File: config.mk
export PLATFORM = sky130hd
export DESIGN_NAME = slave_spi_word
export DESIGN_NICKNAME = d
export VERILOG_FILES = /design/src/rtl/slave_spi_word.sv
export SDC_FILE = /design/constraint.sdc
export NUM_CORES = 1
export LEC_CHECK = 0
export CAP_MARGIN = 10
export CORE_ASPECT_RATIO = 2
export CORE_MARGIN = 2
export CORE_UTILIZATION = 55
export DETAILED_ROUTE_END_ITERATION = 12
export GPL_TIMING_DRIVEN = 0
export PLACE_DENSITY = 0.88
export SYNTH_ARGS = -nofsm -noshare
export SYNTH_HDL_FRONTEND = slang
export SYNTH_SLANG_ARGS = --single-unit
File: constraint.sdc
create_clock -name Clock -period 3.8 [get_ports Clock]
set_clock_uncertainty 0.1 [all_clocks]
set_input_delay 1.14 -clock Clock [delete_from_list [all_inputs] [get_ports Clock]]
set_output_delay 1.14 -clock Clock [all_outputs]
set_load 0.05 [all_outputs]
File: src/rtl/slave_spi_word.sv
// SPI slave with configurable word width and SPI mode, full-duplex, pins resynchronised to Clock.
// Optional SLAVE_SPI_MISO_TRISTATE_EN: release MISO (high-Z) while chip select is inactive.
`timescale 1ns/1ps
module slave_spi_word #(
  parameter int WIDTH = 8,
  parameter bit CPOL  = 1'b0,
  parameter bit CPHA  = 1'b0
) (
  input  logic             Clock,
  input  logic             Reset,
  input  logic             CS,
  input  logic             SCK,
  input  logic             MOSI,
  output logic             MISO,
  input  logic [WIDTH-1:0] DataToSend_i,
  output logic [WIDTH-1:0] DataReceived_o,
  output logic             TransactionDone_o,
  output logic             Busy_o
);

  localparam int CW = $clog2(WIDTH);
  localparam logic [CW-1:0] LAST = CW'(WIDTH - 1);
  localparam bit SAMPLE_ON_RISE = (CPOL == CPHA);
  localparam bit LOAD_ON_CS = !CPHA;

  logic [2:0]       cs_pipe;
  logic [2:0]       sck_pipe;
  logic [1:0]       mosi_pipe;
  logic [CW-1:0]    count;
  logic [WIDTH-1:0] rx_shift;
  logic [WIDTH-1:0] tx_shift;

  // Two flops resynchronise, the third holds the previous value for edge detection.
  always_ff @(posedge Clock or posedge Reset) begin
    if (Reset) begin
      cs_pipe   <= 3'b111;
      sck_pipe  <= {3{CPOL}};
      mosi_pipe <= 2'b00;
    end else begin
      cs_pipe   <= {cs_pipe[1:0], CS};
      sck_pipe  <= {sck_pipe[1:0], SCK};
      mosi_pipe <= {mosi_pipe[0], MOSI};
    end
  end

  logic cs_s;
  logic mosi_s;
  logic cs_fall;
  logic sck_rise;
  logic sck_fall;
  logic sample_edge;
  logic shift_edge;

  assign cs_s        = cs_pipe[1];
  assign mosi_s      = mosi_pipe[1];
  assign cs_fall     = ~cs_pipe[1] & cs_pipe[2];
  assign sck_rise    = sck_pipe[1] & ~sck_pipe[2];
  assign sck_fall    = ~sck_pipe[1] & sck_pipe[2];
  assign sample_edge = SAMPLE_ON_RISE ? sck_rise : sck_fall;
  assign shift_edge  = SAMPLE_ON_RISE ? sck_fall : sck_rise;

  always_ff @(posedge Clock or posedge Reset) begin
    if (Reset) begin
      count             <= '0;
      rx_shift          <= '0;
      tx_shift          <= '0;
      DataReceived_o    <= '0;
      TransactionDone_o <= 1'b0;
      Busy_o            <= 1'b0;
    end else begin
      TransactionDone_o <= 1'b0;
      Busy_o            <= ~cs_s;
      if (cs_s) begin
        count <= '0;
      end else begin
        if (sample_edge) begin
          rx_shift <= {rx_shift[WIDTH-2:0], mosi_s};
          if (count == LAST) begin
            count             <= '0;
            DataReceived_o    <= {rx_shift[WIDTH-2:0], mosi_s};
            TransactionDone_o <= 1'b1;
          end else begin
            count <= count + 1'b1;
          end
        end
        // Counter at zero marks a word boundary: fetch the next outgoing word.
        if (shift_edge) begin
          if (count == '0) tx_shift <= DataToSend_i;
          else             tx_shift <= {tx_shift[WIDTH-2:0], 1'b0};
        end
        if (LOAD_ON_CS && cs_fall) tx_shift <= DataToSend_i;
      end
    end
  end

  // Busy_o tracks synchronised CS and lines up with the CS-fall load, so no stale bit glitches out.
`ifdef SLAVE_SPI_MISO_TRISTATE_EN
  assign MISO = Busy_o ? tx_shift[WIDTH-1] : 1'bz;
`else
  assign MISO = Busy_o ? tx_shift[WIDTH-1] : 1'b0;
`endif

endmodule

### After elaboration in Yosys (flattened, before gate mapping)

Cells that the tools add are included.
W data, S select, Z words.

| word-level totals | value |
|---|---|
| output and inout bits | 11 |
| register bits after elaboration | 36 |

| operators by class | value |
|---|---|
| muxes and demuxes | 10 |
| add/sub/neg operators | 1 |
| bitwise gates (word level) | 6 |
| reduce and logical (&&, ||, !) cells | 6 |
| equality and inequality tests | 1 |

Operators with widths:

| operator | count |
|---|---|
| $mux W8 | 3 |
| $mux W3 | 3 |
| $mux W1 | 4 |
| $reduce_and A2 Y1 | 2 |
| $reduce_bool A2 Y1 | 2 |
| $add A3 B1 Y3 const B | 1 |
| $and A1 B1 Y1 | 3 |
| $eq A3 B3 Y1 const B | 1 |
| $logic_not A3 Y1 | 1 |
| $not A1 Y1 | 3 |
| $reduce_and A3 Y1 | 1 |

### Depth between registers and ports, before layout

Gate-level depths: netlist (run 1).

| depth | value |
|---|---|
| depth after elaboration | 4 |
| mapped depth | 6 |

### Least setup slack after synthesis (run 1)

No wires, ideal clock.

| timing | value |
|---|---|
| kind | register -> output |
| start | register Busy_o |
| end | output port MISO |
| stages on the path, launching flop included | 2 |
| arrival time | 1.100 ns |
| slack | 1.460 ns |
| cell sequence | dfrtp_1 -> and2_1 |

| between the ends | value |
|---|---|
| word-level cells in the longest chain between the ends | 1 |

Ends and longest elaborated chain:

| item | RTL line | RTL |
|---|---|---|
| from (decl) | 18 | `output logic Busy_o` |
| from (signal assigned) | 72 | `Busy_o <= ~cs_s;` |
| $mux W1 | 100 | `assign MISO = Busy_o ? tx_shift[WIDTH-1] : 1'b0;` |
| to (decl) | 14 | `output logic MISO,` |

Every way passes these cells.

### Worst setup path after layout (run 1)

| timing | value |
|---|---|
| start | register tx_shift[7] |
| end | output port MISO |

| between the ends | value |
|---|---|
| word-level cells in the longest chain between the ends | 1 |

Ends and longest elaborated chain:

| item | RTL line | RTL |
|---|---|---|
| from (decl) | 31 | `logic [WIDTH-1:0] tx_shift;` |
| from (signal assigned) | 88 | `if (count == '0) tx_shift <= DataToSend_i;` |
| from (signal assigned) | 89 | `else tx_shift <= {tx_shift[WIDTH-2:0], 1'b0};` |
| from (signal assigned) | 91 | `if (LOAD_ON_CS && cs_fall) tx_shift <= DataToSend_i;` |
| $mux W1 | 100 |  |

Every way passes these cells.

==> results of run 1 <==
-- synth_stat cells --
library cell  number
dfrtp_1           33
ha_1               4
buf_6              1
o21ai_2            1
a21oi_1            2
buf_2              1
mux2i_1            8
nor3b_1            1
dfstp_2            3
and2_1             1
o21ai_0            6
nor3_1             1
a22o_1             1
nor2_1             3
mux2_2             7
nor2_4             1
nand2_1            9
buf_12             1
buf_4              1
and2_4             1
o21ai_1            2
inv_1              4
and2b_2            1
mux2_4             8
nand2b_4           1
inv_2              1
-- sequential cells by signal (all words and copies together) (netlist names) --
register and flops:
DataReceived_o 8, tx_shift 8, cs_pipe 3, TransactionDone_o 1
mosi_pipe 2, sck_pipe 3, rx_shift 7, Busy_o 1
count 3
-- cell usage in the layout (no fill, tap or decap), drive strengths merged --
cell            n
and2            2
mux2i           8
nand2           9
nor2            4
inv             5
dfstp           3
buf             5
dfrtp          33
o21ai           9
nor3b           1
nand2b          1
bufinv          3
a22o            1
clkbuf          5
ha              4
a21oi           2
mux2           15
nor3            1
clkdlybuf4s50  23
and2b           1
-- critical path: cells and delay by family, from the launching register on --
kind,cells,cell delay (ns)
buf+inv,1,0.80
flops,1,0.35
simple gates,1,0.12
-- worst max path at each step --
stage          cells past startpoint                    end  slack (ns)               startpoint
6_report                           2                   MISO        1.01  tx_shift[7]$_DFFE_PP0P_
5_1_grt                            2                   MISO        0.93  tx_shift[7]$_DFFE_PP0P_
4_1_cts                            2                   MISO         1.0  tx_shift[7]$_DFFE_PP0P_
3_5_place_dp                       2                   MISO        1.31  tx_shift[7]$_DFFE_PP0P_
3_3_place_gp                       2  sck_pipe[0]$_DFF_PP0_        1.07                    Reset
2_1_floorplan                      1                   MISO        1.46         Busy_o$_DFF_PP0_
-- layout make-up --
| type | count | area (sq um) |
|---|---|---|
| buffer | 4 | 43.8 |
| clock buffer | 5 | 68.8 |
| clock inverter | 3 | 90.1 |
| fill | 170 | 616 |
| inverter | 5 | 18.8 |
| multi-input combinational | 58 | 503 |
| sequential | 36 | 905 |
| tap | 28 | 35.0 |
| timing repair buffer | 24 | 258 |
-- stage by stage --
stage                     instance area, sq um  cells  power, mW   util
after floorplan                           1470    103      0.534      -
after global placement                    1740    154      0.562  0.684
after detailed placement                  1760    155      0.579  0.695
after CTS                                 1920    163       1.05  0.757
after global routing                      1920    163       1.09  0.757
final                                     1920    163       1.03  0.757
-- layer usage --
layer / part of all wire / up-vias
li1: - / 404
met1: 0.35 / 434
met2: 0.56 / 24
met3: 0.060 / 5
met4: 0.026 / 0
met5: 0 / -
-- cell families (layout without fill, tap and decap cells) --
logic type	Yosys count	in the layout	share of synthesized area
adders and majority gates	4	4	0.0340
DFF	36	36	0.615
muxes	23	23	0.190
buffers and inverters	9	41	0.0425
AOI/OAI and AO/OA	12	12	0.0460
and+or+nand+nor	19	19	0.0723
-- report_power, final --
part           switching (mW)  internal, mW
Sequential             0.0348         0.434
Clock                   0.135         0.328
Combinational          0.0440        0.0580
Total                   0.214         0.820
==> results by group, run 1 <==
Run status
  • Run status: finished clean

GRT
  • GRT met3 Usage: 0.0694
  • Vias in the first global route: roughly 950
  • Pin count of the biggest net entering global routing: 27
  • GRT Total Usage: 0.207
  • Met1 Usage GRT: 0.218
  • Grt total ovfl: 0
  • Antenna violations before repair: 0
  • First-pass GRT wire length: around 4200 um
  • Busiest grt layer: met2
  • Met2 usage in global routing: 0.333

Routing
  • Routed WL: approximately 2500 um
  • Vias: ~870
  • Drt drc: 0
  • Drt via density: between 5 and 6
  • Detail Route Antenna Nets: 0
  • Drt first pass iters: 2
  • WL/cell: 15.3 um
  • Iter 0 DRT Violations: 23

Placement
  • Pre-CTS setup slack: approximately 1.3 ns
  • DP HPWL: 1770 um
  • Port bufs: 23
  • Placer Congestion: about 0.70

Worst setup path
  • R2r startpoint: sck_pipe[2]$_DFF_PP0_
  • Critical Path End Type: output port
  • CP Class: register to output port
  • R2R depth: 6
  • R2R setup slack: around 2.1 ns
  • Worst path max stage delay: approximately 0.80 ns
  • R2r endpoint: DataReceived_o[5]$_DFFE_PP0P_
  • Arr. time, crit path: between 1.5 and 2 ns
  • CP required: 2.56 ns
  • CP Cell Sequence: and2_1 -> clkdlybuf4s50_1
  • Critical path peak fanout: 2
  • Slowest-stage cell, CP: clkdlybuf4s50_1
  • Startpoint types: register

STA
  • Setup TNS: 0 ns
  • Final setup viols: 0
  • Final hold viol count: 0
  • Setup ws final: approximately 1.0 ns
  • Unrepaired setup endpoints after global routing: no
  • Worst-margin pin slew: just over 0.5 ns
  • Hold WS: 0.256 ns
  • Final max-slew violation count: 0
  • Tmin final: approximately 2.8 ns
  • F_max: roughly 360 MHz
  • Slew Limit Headroom: 0.659
  • Tcrit/Tclk final: 0.734

Floorplan
  • Std-Cell Rows: 26
  • Ports: 24
  • Core region area: about 2500 sq um
  • Die Span X: between 40 and 50 um
  • Area of the die: roughly 3100 sq um
  • Initial Utilization: 0.579
  • Chip height: a little under 80 um

Pwr
  • Pwr Density: around 540 nW/um^2
  • Leakage: between 0.9 and 1 nW
  • VDD IR-drop max: 342 uV

Min path
  • Worst Hold End: sck_pipe[1]$_DFF_PP0_
  • Hold Path Origin: sck_pipe[0]$_DFF_PP0_
  • Worst hold path class: register to register
  • Number of cells on the worst hold path: 0

CTS
  • CTS tree: done
  • # H-tree levels: 2
  • Clock Sinks: 36
  • Root Buffer Master: clkbuf_8
  • Clock latency on the worst-skew pair: between 0.2 and 0.3 ns
  • TritonCTS buffer count: 5
  • CTS Hold Bufs: 0
  • Reg clk slew, reported paths: around 0.070 ns
  • Maximum clock path buffer count: 2
  • Post_cts resized: 0
  • Setup Buffers After CTS: 0

Cells and area
  • # diodes: 0
  • Area grow syn2layout: 30.7%
  • Share of cells above drive strength 1: 0.274
  • Net count reported at finish: 151

Synthesis
  • Mean Syn Cell Area: around 14 sq um
  • Post-Syn Instances: 103
  • Largest area contributor in the netlist: dfrtp_1
  • Yosys reg bits: 36
  • Synth cell types: 26
  • Warnings from Yosys: 0
  • Top cells by area, synth: dfrtp_1 56%, mux2_4 8.2%, mux2i_1 5.4%
  • Synthesized area: roughly 1500 sq um
  • Sequential fraction of the synthesis area: 0.615
  • Top-area cell type share of the netlist area: 0.562
  • Net count after synthesis: 120

Flow run
  • Maxcap violations: 0
No activity file was read; power rests on OpenSTA's default activity.
==> run 2: changes to the inputs <==
--- a/config.mk
+++ b/config.mk
@@ -8,10 +8,10 @@
 export CAP_MARGIN = 10
 export CORE_ASPECT_RATIO = 2
 export CORE_MARGIN = 2
-export CORE_UTILIZATION = 55
+export CORE_UTILIZATION = 51
 export DETAILED_ROUTE_END_ITERATION = 12
 export GPL_TIMING_DRIVEN = 0
-export PLACE_DENSITY = 0.88
+export PLACE_DENSITY = 0.83
 export SYNTH_ARGS = -nofsm -noshare
 export SYNTH_HDL_FRONTEND = slang
 export SYNTH_SLANG_ARGS = --single-unit
==> constraint.sdc (replaced) <==
create_clock -name Clock -period 2.69 [get_ports Clock]
set_clock_uncertainty 0.1 [all_clocks]
set_input_delay 0.807 -clock Clock [delete_from_list [all_inputs] [get_ports Clock]]
set_output_delay 0.807 -clock Clock [all_outputs]
set_load 0.05 [all_outputs]
==> run 2 against run 1 <==
Cell count grew 0.61%. Worst hold slack lost 0.0077 ns. Via count shrank 1.5%. Combinational power is 37% higher. Critical path type unchanged. Largest power group unchanged.
==> results by group, run 2 (same netlist as run 1, synthesis figures left out) <==
Floorplan
  • Die Span X: 42.0 um
  • Area of the die: roughly 3400 sq um
  • Initial Utilization: 0.537
  • Std-Cell Rows: 27
  • Ports: 24
  • Chip height: roughly 80 um
  • Core region area: between 2000 and 3000 sq um

Worst setup path
  • Startpoint types: register
  • CP required: 1.78 ns
  • Arr. time, crit path: 1.55 ns
  • Critical path peak fanout: 2
  • CP Class: register to output port
  • Critical Path End Type: output port

STA
  • Final setup viols: 0
  • Tmin final: about 2.5 ns
  • Worst-margin pin slew: around 0.51 ns
  • Tcrit/Tclk final: 0.914
  • F_max: roughly 410 MHz
  • Final hold viol count: 0
  • Final max-slew violation count: 0
  • Slew Limit Headroom: 0.662
  • Unrepaired setup endpoints after global routing: no
  • Setup TNS: 0 ns

Cells and area
  • # diodes: 0
  • Fillers: 203
  • Most common cell after layout, fill and taps aside: dfrtp_1
  • Share of cells above drive strength 1: 0.259
  • Most frequent cells in the layout: 33 x dfrtp_1, 23 x clkdlybuf4s50_1, 9 x nand2_1
  • Biggest registers after layout: DataReceived_o (8), tx_shift (8), rx_shift (7)
  • Final Cell Area: roughly 1900 sq um
  • Net count reported at finish: around 150
  • Area grow syn2layout: 26.1%

Routing
  • Drt via density: 5.21
  • WL/cell: 14.4 um
  • Drt drc: 0
  • Vias: roughly 850
  • Iter 0 DRT Violations: 9
  • Routed WL: between 2000 and 2500 um
  • Detail Route Antenna Nets: 0
  • Drt first pass iters: 3

CTS
  • Post_cts resized: 0
  • CTS tree: done
  • Setup Buffers After CTS: 0
  • Reg clk slew, reported paths: roughly 0.06 ns
  • Clock latency on the worst-skew pair: between 0.2 and 0.3 ns
  • Clock Sinks: 36
  • TritonCTS buffer count: 5
  • # H-tree levels: 2
  • CTS Hold Bufs: 0
  • Maximum clock path buffer count: 2
  • Root Buffer Master: clkbuf_8

Pwr
  • Clock power frac: 0.321
  • Sequential group share of total power: 0.560
  • Pint: 904 uW
  • Comb pwr share: 0.119
  • Switching share of total power: 0.234
  • Pwr Density: 636 nW/um^2
  • VDD IR-drop max: a little over 500 uV
  • Leakage: 0.895 nW
  • P_sw: between 200 and 300 uW

Run status
  • Run status: finished clean

GRT
  • Grt total ovfl: 0
  • Antenna violations before repair: 0
  • GRT Total Usage: 0.175
  • Pin count of the biggest net entering global routing: 27
  • First-pass GRT wire length: roughly 4300 um
  • Vias in the first global route: 980

Placement
  • Placer Congestion: 0.786
  • DP HPWL: around 1800 um
  • Port bufs: 23
  • Post-DP Area: ~1800 sq um

Min path
  • Worst hold path class: register to register

Flow run
  • Maxcap violations: 0
-- run 2: cell types whose count changed in the layout (fill, tap and decap cells not counted) --
cell	change
bufinv_16	-3
clkbuf_8	+1
clkbuf_1	+2
-- run 2: metrics by stage --
step | hold slack [ns] | worst slack (ns) | power (mW) | util | instances
floorplan | 0.231 | 0.683 | 0.755 | - | 103
global placement | 0.232 | 0.299 | 0.795 | 0.635 | 155
detailed placement | 0.236 | 0.536 | 0.815 | 0.645 | 156
CTS | 0.251 | 0.215 | 1.21 | 0.678 | 164
global route | 0.252 | 0.168 | 1.25 | 0.678 | 164
finish | 0.249 | 0.231 | 1.18 | 0.678 | 164
-- run 2: worst max-delay path, cell delays in order (launching register included) --
cell	delay, ns
dfrtp_1	0.35
and2_1	0.12
clkdlybuf4s50_1	0.80
-- run 2: cell type report --
class	count	area, sq um	area share
clock buffer	8	90.1	0.0486
buffer	4	43.8	0.0236
inverter	5	18.8	0.0101
sequential	36	905	0.488
tap	29	36.3	0.0196
multi-input combinational	58	503	0.271
timing repair buffer	24	258	0.139
-- run 2: power groups by stage --
stage | combinational, mW | clock (mW) | sequential, mW
6_report | 0.140 | 0.379 | 0.661
5_1_grt | 0.156 | 0.424 | 0.671
4_1_cts | 0.144 | 0.400 | 0.662
3_5_place_dp | 0.144 | 0 | 0.671
3_3_place_gp | 0.132 | 0 | 0.663
2_1_floorplan | 0.0978 | 0 | 0.657
-- run 2: path summary, 6_finish.rpt --
kind | start | endpoint | slack [ns] | cells after the start
max | Busy_o$_DFF_PP0_ | MISO | 0.23 | 2
min reg2reg | sck_pipe[0]$_DFF_PP0_ | sck_pipe[1]$_DFF_PP0_ | 0.25 | 0
min in group asynchronous | Reset | DataReceived_o[7]$_DFFE_PP0P_ | 0.74 | 2
min | sck_pipe[0]$_DFF_PP0_ | sck_pipe[1]$_DFF_PP0_ | 0.25 | 0
max in group asynchronous | Reset | cs_pipe[1]$_DFF_PP1_ | 1.18 | 3
max reg2reg | sck_pipe[2]$_DFF_PP0_ | DataReceived_o[7]$_DFFE_PP0P_ | 0.98 | 6
-- run 2: per-layer routing --
layer  wire, um  vias up  global-route usage
met1        857      422               0.183
met2       1340       23               0.297
met4         53        0               0.106
met5          0        -                   0
li1           -      404                   -
met3        113        5              0.0566
==> run 3: changes to the inputs <==
==> constraint.sdc (replaced) <==
create_clock -name Clock -period 2.69 [get_ports Clock]
set_clock_uncertainty 0.1 [all_clocks]
set_input_delay 0.807 -clock Clock [delete_from_list [all_inputs] [get_ports Clock]]
set_output_delay 0.807 -clock Clock [all_outputs]
set_load 0.005 [all_outputs]
==> results of run 3 <==
The final DEF is identical to that of run 2. Status: finished clean.
Main changes from that run: setup slack after placement 0.536 ns -> 0.832 ns; setup slack after layout 0.231 ns -> 0.527 ns; total power 1.18 mW -> 1.17 mW
